### src/rtl/three_bcd_divider_checker_pkg.sv
// Shared definitions for the three-digit BCD divisibility checker.
//   state_e  : FSM encoding, one state per processed digit plus IDLE.
//   BCD_MAX  : largest legal BCD digit value.
//   DIGIT_W  : width of one BCD digit.
//   ACC_W    : width of the r*10 + digit intermediate (max 89).
//   isBcd()  : legality test for a single digit.
package bcd_div_pkg;

  localparam int BCD_MAX = 9;
  localparam int DIGIT_W = 4;
  localparam int ACC_W   = 7;

  // Explicit encodings keep the state values stable for legacy tooling.
  typedef enum logic [1:0] {
    IDLE = 2'd0,
    HUND = 2'd1,
    TENS = 2'd2,
    UNIT = 2'd3
  } state_e;

  function automatic logic isBcd(input logic [DIGIT_W-1:0] v);
    return v <= DIGIT_W'(BCD_MAX);
  endfunction

endpackage

### src/rtl/three_bcd_divider_checker_mod_step.sv
// One remainder-propagation step: rem = (r*10 + digit) mod d.
//   r     : incoming remainder, r < d for legal operands.
//   digit : next BCD digit of the dividend.
//   d     : BCD divisor; the result is meaningless for d = 0.
//   rem   : outgoing remainder.
// With r <= d-1 and digit <= 9 the accumulator never exceeds 10*d - 1, so
// BCD_MAX conditional subtractions always bring it below d.
module bcd_mod_step
  import bcd_div_pkg::*;
(
  input  logic [DIGIT_W-1:0] r,
  input  logic [DIGIT_W-1:0] digit,
  input  logic [DIGIT_W-1:0] d,
  output logic [DIGIT_W-1:0] rem
);

  logic [ACC_W-1:0] acc;

  // NOTE: every variable written here gets a value before any branch, so
  // no path can leave it unassigned and infer a latch.
  always_comb begin
    acc = ACC_W'(r) * ACC_W'(10) + ACC_W'(digit);
    for (int i = 0; i < BCD_MAX; i++) begin
      if (d != '0 && acc >= ACC_W'(d)) begin
        acc = acc - ACC_W'(d);
      end
    end
    rem = acc[DIGIT_W-1:0];
  end

endmodule

### config.mk
export PLATFORM = sky130hd
export DESIGN_NAME = bcd_mod_step
export DESIGN_NICKNAME = d
export VERILOG_FILES = /design/src/rtl/three_bcd_divider_checker_pkg.sv /design/src/rtl/three_bcd_divider_checker_mod_step.sv
export SDC_FILE = /design/constraint.sdc
export NUM_CORES = 1
export LEC_CHECK = 0
export CAP_MARGIN = 20
export CORE_AREA = 2 2 71 73
export DETAILED_ROUTE_END_ITERATION = 8
export DIE_AREA = 0 0 73 75
export PLACE_DENSITY = 0.88
export SYNTH_ARGS = -nofsm -noshare
export SYNTH_HDL_FRONTEND = slang
export SYNTH_SLANG_ARGS = --single-unit
### constraint.sdc
create_clock -name vclk -period 42
set_clock_uncertainty 0.2 [all_clocks]
set_input_delay 8.4 -clock vclk [all_inputs]
set_output_delay 8.4 -clock vclk [all_outputs]
set_load 0.01 [all_outputs]
==> results.tsv <==
metric	value	unit
MaxCap Viol Count	0	
Finished Layout Cells	429	
Final setup viols	0	
hpwl dp	5400	um
Via Count	2835	
Vert. Die Dim	75	um
Port Buffers	16	
hold buffer count at CTS	0	
Placed Cells	429	
Layout Nets	443	
Final WS setup	5070	ps
sequential share of the synthesized area	0	
top-area cell type share of the netlist area	0.180	
vias per inst	6.61	
Setup CP Type	input port to output port	
FF+latch area	0	sq um
Antenna diodes	0	
worst rel slew slack	0.444	
status	complete, no violations	
Crit path buffers/inverters	2	
HP Start	d[0]	
synthesized area per cell	8.26	sq um
Worst Hold End	rem[0]	
placed instance area	3200	sq um
critical path's top delay family	compound AO/OA/AOI/OAI gates	
gpl congestion	0.846	
CP Capture Type	output port	
setup TNS	0	ps
critical-path maximum fanout	8	
clkbuf count	0	
FFs & Latches	0	
Synth Warn #	0	
Crit path largest cell delay	590	ps
worst min-delay path category	input port to output port	
initial antenna violation count	0	
critical path depth in cells	76	
Routed WL per cell	15.3	um
vias in the first global route	2618	
unrepaired setup endpoints after global routing	false	
DRT iter0 DRCs	108	
final WL	6550	um
CP most frequent cell	a21o_1	
min Tclk post-route	36930	ps
Final Slew Violations	0	
Critical Path RT	33400	ps
GRT overflow	0	
fin crit share	0.879	
maximum number of pins on one net before global-route repair	18	
Placeable Area	4660	sq um
final hold vios	0	
top post-synthesis cells by area	ha_1 (18%), mux2_2 (9.8%), fa_1 (7.4%)	
io pins	16	
dpl ws	5190	ps
finished layout cell area	3200	sq um
die area	5480	sq um
Core Rows	25	
Initial DRT Pass Iterations	4	
crit path DAT	28330	ps
layout cells sized above 1	0.141	
global-route wire length before repair	11000	um
CP max stage cell	o41ai_2	
Post-DRT Antenna Nets	0	
Mapped Nets	427	
Worst Setup SP	r[0]	
Slew @ Worst Pin	834	ps
die width	73	um
CTS resizes	0	
Max Fclk	0.0271	GHz
most common cell after layout, fill and taps aside	ha_1	
CP Launch Type	input port	
DRC Markers	0	
Distinct cells, synth	75	
worst hold path depth	4	
commonest cells after routing, fill and taps aside	ha_1 (43), nand2_1 (27), mux2_2 (26), a21oi_1 (25), a21o_1 (23)	
post-CTS setup buffers	0	
Post-Syn Instances	361	
cell taking the most area after synthesis	ha_1	
P&R area growth vs syn	7.38	%
Starting Density	0.640	
gr usage total	0.239	
Cell Area, Synth	2980	sq um
==> cell families (layout without fill, tap and decap cells) <==
| family | count (synthesis) | after routing | share of synthesized area |
|---|---|---|---|
| AO/OA/AOI/OAI | 122 | 122 | 0.319 |
| AND/OR/NAND/NOR | 105 | 105 | 0.195 |
| adder cells (fa/ha/maj) | 54 | 54 | 0.254 |
| multiplexers | 35 | 35 | 0.137 |
| buffers and inverters | 23 | 37 | 0.0302 |
| XOR/XNOR | 22 | 22 | 0.0646 |
==> worst max path at each step <==
stage	to
global route	rem[3]
detailed placement	rem[3]
finish	rem[3]
CTS	rem[3]
floorplan	rem[1]
global placement	rem[3]
==> cell type report <==
type	instances	area [sq um]
Fill cell	363	1460
Multi-Input combinational cell	338	2890
Inverter	20	75.1
Timing Repair Buffer	17	168
Tap cell	54	67.6
==> through the flow <==
| step | hold slack, ps | utilization |
|---|---|---|
| finish | 18170 | 0.687 |
| detailed placement | 18160 | 0.687 |
| global route | 18230 | 0.687 |
| CTS | 18160 | 0.687 |
| global placement | 18140 | 0.687 |
| floorplan | 16820 | - |
==> cells in the mapped netlist, types with 3 or more instances <==
cell and number:
ha_1 43, nand2_1 27, mux2_2 26, a21oi_1 25
a21o_1 23, inv_1 20, nor2_1 16, o21ai_0 13
xnor2_1 12, fa_1 11, xor2_1 10, nor2b_1 7
nor3_1 7, nand3_1 6, and2_1 5, mux2i_1 5
nand2b_1 5, o21ai_1 5, a31oi_1 4, and4_1 4
nand4_1 4, or3_1 4, and3_1 3, nand3b_1 3
o2111ai_1 3, o211ai_1 3, o21a_1 3, o31ai_1 3
==> metal layers <==
metal,GRT usage,part of all wire
met1,0.317,0.49
met2,0.446,0.48
met3,0.00402,0.025
met4,0.0309,0.0082
met5,0,0
Power is not shown: default switching activity piles up to over one toggle a cycle in this logic, so the estimate is an artifact.
